### config.mk
export PLATFORM = sky130hd
export DESIGN_NAME = led_multi_strand_driver
export DESIGN_NICKNAME = d
export VERILOG_FILES = /design/src/rtl/led_pkg.sv /design/src/rtl/led_fetch_ctrl.sv /design/src/rtl/led_multi_strand_driver.sv
export SDC_FILE = /design/constraint.sdc
export NUM_CORES = 1
export LEC_CHECK = 0
export ABC_AREA = 0
export ABC_CLOCK_PERIOD_IN_PS = 19750
export BUFFER_PORTS_ARGS = -buffer_cell sky130_fd_sc_hd__buf_2
export CAP_MARGIN = 20
export CORE_MARGIN = 2
export CORE_UTILIZATION = 48
export CTS_CLUSTER_DIAMETER = 150
export DETAILED_ROUTE_END_ITERATION = 7
export PLACE_DENSITY_LB_ADDON = 0.3
export SLEW_MARGIN = 10
export SYNTH_ARGS = -nofsm -noshare
export SYNTH_HDL_FRONTEND = slang
export SYNTH_SLANG_ARGS = --single-unit
export TNS_END_PERCENT = 30
### constraint.sdc
create_clock -name clk_in -period 19.75 [get_ports clk_in]
set_input_delay 3.95 -clock clk_in [delete_from_list [all_inputs] [get_ports clk_in]]
set_output_delay 3.95 -clock clk_in [all_outputs]
set_load 0.02 [all_outputs]
### src/rtl/led_pkg.sv
// Shared types and WS2812B timing defaults for the multi-strand LED driver.
package led_pkg;

    typedef enum logic [1:0] {
        ST_LATCH = 2'd0,
        ST_PRIME = 2'd1,
        ST_SEND  = 2'd2
    } state_t;

    localparam int unsigned DEF_COLOR_WIDTH  = 8;
    localparam int unsigned DEF_T0H_CYCLES   = 35;
    localparam int unsigned DEF_T1H_CYCLES   = 70;
    localparam int unsigned DEF_BIT_CYCLES   = 125;
    localparam int unsigned DEF_RESET_CYCLES = 8000;

    typedef struct packed {
        logic [DEF_COLOR_WIDTH-1:0] g;
        logic [DEF_COLOR_WIDTH-1:0] r;
        logic [DEF_COLOR_WIDTH-1:0] b;
    } grb_t;

    // Index width that never collapses to zero bits.
    function automatic int unsigned clog2_min1(input int unsigned n);
        return (n <= 1) ? 1 : $clog2(n);
    endfunction

endpackage

### src/rtl/led_fetch_ctrl.sv
// Request/valid fetch engine: walks strands 0..NUM_STRANDS-1 for one LED and fills the staging buffer.
module led_fetch_ctrl
    import led_pkg::*;
#(
    parameter int unsigned NUM_STRANDS = 4,
    parameter int unsigned NUM_LEDS    = 2,
    parameter int unsigned COLOR_WIDTH = DEF_COLOR_WIDTH,
    localparam int unsigned LedW  = clog2_min1(NUM_LEDS),
    localparam int unsigned StrW  = clog2_min1(NUM_STRANDS),
    localparam int unsigned WordW = 3 * COLOR_WIDTH
) (
    input  logic                           clk_in,
    input  logic                           rst_in,
    input  logic                           start_c,
    input  logic [LedW-1:0]                start_led_c,
    input  logic                           consume_c,
    input  logic                           clear_c,
    input  logic [COLOR_WIDTH-1:0]         green_in,
    input  logic [COLOR_WIDTH-1:0]         red_in,
    input  logic [COLOR_WIDTH-1:0]         blue_in,
    input  logic                           color_valid,
    output logic                           request_valid,
    output logic [LedW-1:0]                next_led_request,
    output logic [StrW-1:0]                next_strand_request,
    output logic [NUM_STRANDS*WordW-1:0]   staging,
    output logic                           staging_full
);

    logic last_strand_c;
    logic accept_c;

    assign last_strand_c = (next_strand_request == StrW'(NUM_STRANDS - 1));
    assign accept_c      = request_valid && color_valid;

    // Clear beats start/consume, which beat a colour acceptance in the same cycle.
    always_ff @(posedge clk_in or posedge rst_in) begin
        if (rst_in) begin
            request_valid       <= 1'b0;
            next_led_request    <= '0;
            next_strand_request <= '0;
            staging             <= '0;
            staging_full        <= 1'b0;
        end else if (clear_c) begin
            request_valid       <= 1'b0;
            next_led_request    <= '0;
            next_strand_request <= '0;
            staging             <= '0;
            staging_full        <= 1'b0;
        end else if (start_c) begin
            request_valid       <= 1'b1;
            next_led_request    <= start_led_c;
            next_strand_request <= '0;
            staging_full        <= 1'b0;
        end else begin
            if (consume_c) begin
                staging_full <= 1'b0;
            end
            if (accept_c) begin
                staging[int'(next_strand_request)*WordW +: WordW] <= {green_in, red_in, blue_in};
                if (last_strand_c) begin
                    request_valid <= 1'b0;
                    staging_full  <= 1'b1;
                end else begin
                    next_strand_request <= next_strand_request + StrW'(1);
                end
            end
        end
    end

endmodule

### src/rtl/led_multi_strand_driver.sv
// WS2812B driver for NUM_STRANDS parallel strands sharing one bit timer, with a
// double-buffered colour fetch so the next LED is gathered while the current one shifts out.
module led_multi_strand_driver
    import led_pkg::*;
#(
    parameter int unsigned NUM_STRANDS  = 4,
    parameter int unsigned NUM_LEDS     = 2,
    parameter int unsigned COLOR_WIDTH  = DEF_COLOR_WIDTH,
    parameter int unsigned T0H_CYCLES   = DEF_T0H_CYCLES,
    parameter int unsigned T1H_CYCLES   = DEF_T1H_CYCLES,
    parameter int unsigned BIT_CYCLES   = DEF_BIT_CYCLES,
    parameter int unsigned RESET_CYCLES = DEF_RESET_CYCLES,
    localparam int unsigned LedW = clog2_min1(NUM_LEDS),
    localparam int unsigned StrW = clog2_min1(NUM_STRANDS)
) (
    input  logic                   clk_in,
    input  logic                   rst_in,
    input  logic                   force_reset,
    input  logic [NUM_STRANDS-1:0] strand_enable,
    output logic [LedW-1:0]        next_led_request,
    output logic [StrW-1:0]        next_strand_request,
    output logic                   request_valid,
    input  logic [COLOR_WIDTH-1:0] green_in,
    input  logic [COLOR_WIDTH-1:0] red_in,
    input  logic [COLOR_WIDTH-1:0] blue_in,
    input  logic                   color_valid,
    output logic [NUM_STRANDS-1:0] strand_out,
    output logic                   frame_done,
    output logic                   underrun
);

    localparam int unsigned WordW  = 3 * COLOR_WIDTH;
    localparam int unsigned TmrMax = (RESET_CYCLES > BIT_CYCLES) ? RESET_CYCLES : BIT_CYCLES;
    localparam int unsigned TmrW   = $clog2(TmrMax + 1);
    localparam int unsigned BitW   = clog2_min1(WordW);

    state_t                   state_q, state_d;
    logic [TmrW-1:0]          tmr_q, tmr_d;
    logic [BitW-1:0]          bit_q, bit_d;
    logic [LedW-1:0]          led_q, led_d;
    logic [NUM_STRANDS-1:0]   en_q, en_d;
    logic [WordW-1:0]         shift_q [NUM_STRANDS];
    logic [WordW-1:0]         shift_d [NUM_STRANDS];
    logic [NUM_STRANDS-1:0]   out_d;
    logic                     frame_done_d;
    logic                     underrun_d;

    logic                     start_c;
    logic [LedW-1:0]          start_led_c;
    logic                     consume_c;
    logic                     clear_c;
    logic                     load_c;
    logic [NUM_STRANDS*WordW-1:0] staging;
    logic                     staging_full;

    led_fetch_ctrl #(
        .NUM_STRANDS (NUM_STRANDS),
        .NUM_LEDS    (NUM_LEDS),
        .COLOR_WIDTH (COLOR_WIDTH)
    ) u_fetch (
        .clk_in              (clk_in),
        .rst_in              (rst_in),
        .start_c             (start_c),
        .start_led_c         (start_led_c),
        .consume_c           (consume_c),
        .clear_c             (clear_c),
        .green_in            (green_in),
        .red_in              (red_in),
        .blue_in             (blue_in),
        .color_valid         (color_valid),
        .request_valid       (request_valid),
        .next_led_request    (next_led_request),
        .next_strand_request (next_strand_request),
        .staging             (staging),
        .staging_full        (staging_full)
    );

    // Next-state, counters, shift registers and line levels.
    always_comb begin
        state_d      = state_q;
        tmr_d        = tmr_q;
        bit_d        = bit_q;
        led_d        = led_q;
        en_d         = en_q;
        shift_d      = shift_q;
        out_d        = '0;
        frame_done_d = 1'b0;
        underrun_d   = underrun;
        start_c      = 1'b0;
        start_led_c  = '0;
        consume_c    = 1'b0;
        clear_c      = 1'b0;
        load_c       = 1'b0;

        if (force_reset) begin
            state_d = ST_LATCH;
            tmr_d   = '0;
            bit_d   = '0;
            led_d   = '0;
            clear_c = 1'b1;
        end else begin
            case (state_q)
                ST_LATCH: begin
                    if (tmr_q == TmrW'(RESET_CYCLES - 1)) begin
                        state_d = ST_PRIME;
                        tmr_d   = '0;
                        en_d    = strand_enable;
                        start_c = 1'b1;
                    end else begin
                        tmr_d = tmr_q + TmrW'(1);
                    end
                end
                ST_PRIME: begin
                    if (staging_full) begin
                        state_d   = ST_SEND;
                        tmr_d     = '0;
                        bit_d     = '0;
                        led_d     = '0;
                        consume_c = 1'b1;
                        load_c    = 1'b1;
                        if (NUM_LEDS > 1) begin
                            start_c     = 1'b1;
                            start_led_c = LedW'(1);
                        end
                    end
                end
                ST_SEND: begin
                    for (int unsigned k = 0; k < NUM_STRANDS; k++) begin
                        out_d[k] = en_q[k] &&
                                   (32'(tmr_q) < (shift_q[k][WordW-1] ? T1H_CYCLES : T0H_CYCLES));
                    end
                    if (tmr_q == TmrW'(BIT_CYCLES - 1)) begin
                        tmr_d = '0;
                        for (int unsigned k = 0; k < NUM_STRANDS; k++) begin
                            shift_d[k] = {shift_q[k][WordW-2:0], 1'b0};
                        end
                        if (bit_q == BitW'(WordW - 1)) begin
                            bit_d = '0;
                            if (led_q == LedW'(NUM_LEDS - 1)) begin
                                state_d      = ST_LATCH;
                                led_d        = '0;
                                frame_done_d = 1'b1;
                            end else if (staging_full) begin
                                led_d     = led_q + LedW'(1);
                                consume_c = 1'b1;
                                load_c    = 1'b1;
                                if (32'(led_q) + 32'd2 < NUM_LEDS) begin
                                    start_c     = 1'b1;
                                    start_led_c = LedW'(32'(led_q) + 32'd2);
                                end
                            end else begin
                                // Next LED not fetched in time: abandon the frame.
                                state_d    = ST_LATCH;
                                led_d      = '0;
                                underrun_d = 1'b1;
                                clear_c    = 1'b1;
                            end
                        end else begin
                            bit_d = bit_q + BitW'(1);
                        end
                    end else begin
                        tmr_d = tmr_q + TmrW'(1);
                    end
                end
                default: begin
                    state_d = ST_LATCH;
                    tmr_d   = '0;
                end
            endcase
        end

        if (load_c) begin
            for (int unsigned k = 0; k < NUM_STRANDS; k++) begin
                shift_d[k] = staging[k*WordW +: WordW];
            end
        end
    end

    always_ff @(posedge clk_in or posedge rst_in) begin
        if (rst_in) begin
            state_q    <= ST_LATCH;
            tmr_q      <= '0;
            bit_q      <= '0;
            led_q      <= '0;
            en_q       <= '0;
            strand_out <= '0;
            frame_done <= 1'b0;
            underrun   <= 1'b0;
            for (int unsigned k = 0; k < NUM_STRANDS; k++) begin
                shift_q[k] <= '0;
            end
        end else begin
            state_q    <= state_d;
            tmr_q      <= tmr_d;
            bit_q      <= bit_d;
            led_q      <= led_d;
            en_q       <= en_d;
            strand_out <= out_d;
            frame_done <= frame_done_d;
            underrun   <= underrun_d;
            for (int unsigned k = 0; k < NUM_STRANDS; k++) begin
                shift_q[k] <= shift_d[k];
            end
        end
    end

endmodule

==> results.txt <==
* FFs w/ async S/R, synth: 1.000
- The final hold violation count is 0.
- The clock arrives with 0.02651 ns of skew.
- Count of mapped cells out of synthesis: 1067
* Aggregate global-route resource usage: 0.2231
- Cell area after synthesis: 0.01189 sq mm
- Final Max Slew Viols: 0
- Wires add up to about 29000 microns.
- Critical-path top delay cell: buf_4
* Count of antenna-violating nets left after detailed routing: 0
- Summed over all cells, the static leakage comes to 6.029 nW.
- Final number of setup-violating endpoints: 0
* Number of violations reported at the end of detailed-routing iteration 0: between 700 and 800
- For this run, the leading register cell type out of synthesis is dfrtp_1.
- Global-route wire length before repair: 46840 microns
- Entering global routing, the biggest net connects 82 pins.
- Type of the worst min-delay path: flip-flop to flip-flop
* Total of flip-flops plus latches after synthesis: around 230
* Power density relative to cell area: 74.64 mW/mm^2
- Residual overflow from global routing: 0
- Across the VDD grid, the largest voltage drop is 0.05798 mV.
- For the worst setup path, the data arrival time is ~6.2 ns.
- The tree is rooted in a clkbuf_16.
* WS Path Type: input port to async pin
* Reg clk slew, reported paths: 0.06 ns
* Cell family with most CP delay: buffers and inverters
* Number of buffers created by CTS: 25
- Layout filler cell count: 2140
* Cells on worst reg2reg path: 9
- The critical path contains buffers and inverters numbering 4 combined.
- Antenna violations before repair: 0
* Clock power frac: 0.471
- In this run the core area contains 57 standard-cell rows.
* CTS-repair resized insts: 0
- Counting flops with a built-in enable in the synthesized netlist gives 0.
- Once layout is complete, the utilization of the core stands at 0.5409.
* Sequential share of power: 0.482
- The critical path crosses 4 cells after its start point.
- Fraction of final layout cells sized beyond drive strength 1: 0.2901
- Category of the worst setup path capture point: async pin
- # IOs: 42
* Number of distinct standard cells referenced by the synthesized netlist: between 60 and 70
- Dominant cell type by count on the critical path: buf_4
- In this run the deepest clock path goes through 3 buffers.
* Peak fanout along the critical path: a little under 80
* HPWL Detailed: 18860 microns
- For the pin with the worst max-slew slack, the measured transition is 1.054 ns.
* Signed area change from the synthesized netlist to the final layout: 10.64%
* Count of warnings emitted by yosys: 0
* Internal power summed over all cells: between 700 and 800 uW
* Switch share: 0.2328
- Clk_lat worst skew: approximately 0.54 ns
* Floorplan Core Area: 0.02432 sq mm
* Number of max-cap violations: 0
- The smallest clock period supported by the final layout is computed as 5.711 ns.
* CTS HTree Levels: 1
- The routed layout has 8642 vias.
- Net switching power: 228.6 uW
- Synthesis produced a netlist with a net count of 1123.
- The number of global-route vias before repair is about 8.5k.
* Chain of cells forming the critical path: buf_2, inv_8, buf_4, buf_4
- Starting density of the core: 0.4889
* Number of buffers inserted for hold repair after clock tree synthesis: 0
- Dividing the detail-routed wire length by the instance count gives 20.26 microns.
* Outcome: finished clean
* Total number of nets in the final design: 1134
- Share of the clock period used by the worst path after layout: 0.2892
* Share of total power in combinational logic: 0.047
* Worst slew slack as a fraction of its limit: 0.2959
* Die Outline Area: about 0.026 sq mm
- Avg Cell Area, Syn: 11.14 sq um
- Max Freq: ~180 MHz
* Unrepaired setup endpoints after global routing: no
- Overall power consumption after layout is estimated at 981.9 uW.
* Sum of negative setup slack: 0 ns
- Detailed Routing Iterations Pass 1: 6
- TritonCTS built the clock tree.
- Dividing the detail-routed via count by the number of cells gives a little over 6.
- The share of the Yosys chip area taken by registers is 0.4798.
* Delay of the slowest cell on the worst path: 0.88 ns
* Hold_ws: 0.4695 ns
* Sink count of the clock tree: 228
- Measured along the x axis, the die boundary spans around 160 microns.
- The die is 161.4 microns tall.
- Critical path required time: 20.28 ns
- After detailed routing, the number of remaining DRC violations is 0.
- Port buffering added 41 buffers.
* Hold path depth: 1
- STA classifies the critical path startpoint as an input port.
- Buffers added to address setup during post-CTS repair amount to 0.
- Routability-driven placement finished with a final weighted congestion of 0.9168.
* Total inserted antenna cells: 0
power by group through the flow:
| stage | logic, mW | clock network [mW] | registers [mW] |
|---|---|---|---|
| after global placement | 0.0457 | 0 | 0.482 |
| after global routing | 0.0523 | 0.492 | 0.473 |
| after detailed placement | 0.0462 | 0 | 0.482 |
| final | 0.0463 | 0.462 | 0.473 |
| after CTS | 0.0463 | 0.472 | 0.473 |
| after floorplan | 0.0301 | 0 | 0.480 |
cell type report:
type                            count  area [sq um]  area share
Clock buffer                       36         737.0     0.05602
Clock inverter                      9         80.08    0.006087
Timing Repair Buffer               60         379.1     0.02882
Inverter                           14         60.06    0.004565
Sequential cell                   228          5705      0.4337
Tap cell                          324         405.4     0.03082
Multi-Input combinational cell    749          5788      0.4400
state kept, by name, summed over array words and instances (netlist names):
register,count
u_fetch.staging_full,1
frame_done,1
u_fetch.next_strand_request,2
shift_q,96
u_fetch.staging,96
state_q,2
tmr_q,13
led_q,1
bit_q,5
underrun,1
strand_out,4
u_fetch.request_valid,1
en_q,4
u_fetch.next_led_request,1
cells by family after synthesis:
kind of cell    share of synthesized area
compound gates                     0.1400
xor+xnor                         0.007366
fa+ha+maj                         0.02526
buf+inv                           0.03525
flops                              0.4798
mux                                0.1971
simple gates                       0.1152
placed cells by master, fill, tap and decap left out, drive strengths merged, types with 11 or more instances in the layout:
| cell type | n |
|---|---|
| nand2b | 11 |
| o2bb2ai | 20 |
| a21oi | 46 |
| buf | 59 |
| nand2 | 57 |
| mux2 | 193 |
| a22o | 24 |
| a32oi | 31 |
| nor2 | 102 |
| ha | 24 |
| o21ai | 22 |
| inv | 14 |
| and3 | 15 |
| a22oi | 44 |
| mux2i | 17 |
| dfrtp | 228 |
| nand3 | 44 |
| clkbuf | 37 |
stage by stage:
stage               cells  setup WS, ns  cell area (sq um)
floorplan            1067         9.552              11890
detailed placement   1369         13.32              12260
global route         1420         13.57              13160
finish               1420         14.04              13160
CTS                  1414         13.88              13080
global placement     1369         13.33              12260
worst register-to-register path: cells and delay by family (launching register included):
| family | cells | cell delay [ns] |
|---|---|---|
| buf+inv | 3 | 1.50 |
| simple gates | 3 | 1.10 |
| compound gates | 2 | 0.83 |
| fa+ha+maj | 1 | 0.57 |
| flops | 1 | 0.33 |
path summary, 6_finish.rpt:
check                                                           start                              end  slack (ns)
setup / recovery                                               rst_in  u_fetch.staging[17]$_DFFE_PP0P_       14.04
hold / removal                                   underrun$_DFFE_PP0P_             underrun$_DFFE_PP0P_        0.47
setup reg to reg           u_fetch.next_strand_request[0]$_DFFE_PP0P_  u_fetch.staging[62]$_DFFE_PP0P_       15.33
hold reg to reg                                  underrun$_DFFE_PP0P_             underrun$_DFFE_PP0P_        0.47
max in group clk_in                                       force_reset  u_fetch.staging[62]$_DFFE_PP0P_       14.05
min in group asynchronous                                      rst_in            tmr_q[10]$_DFFE_PP0P_        3.47
synth_stat cells, types with 6 or more instances:
cell | count | area share
a22o_1 | 24 | 0.018
xor2_1 | 6 | 0.0044
clkbuf_1 | 41 | 0.013
nand2b_1 | 11 | 0.0058
inv_1 | 13 | 0.0041
nor2_1 | 102 | 0.032
a31o_2 | 6 | 0.0044
ha_1 | 24 | 0.025
dfrtp_1 | 228 | 0.48
o21ai_0 | 17 | 0.0072
nand3_1 | 43 | 0.018
nor2b_1 | 7 | 0.0037
a22oi_1 | 43 | 0.027
o2bb2ai_1 | 20 | 0.015
nor3_1 | 6 | 0.0025
a32oi_1 | 31 | 0.023
and3_1 | 15 | 0.0079
a21oi_1 | 45 | 0.019
buf_2 | 19 | 0.0080
mux2_2 | 192 | 0.18
nand2_1 | 56 | 0.018
mux2i_1 | 17 | 0.014
layer usage:
metal / up-vias / wire, microns / share of wire / track usage
li1: 3974 / - / - / -
met1: 4354 / 12930 / 0.45 / 0.3222
met2: 272 / 13600 / 0.47 / 0.3572
met3: 42 / 1645 / 0.057 / 0.02876
met4: 0 / 599 / 0.021 / 0.05885
met5: - / 0 / 0 / 0
Note: power is estimated with default switching activity, not from simulation.
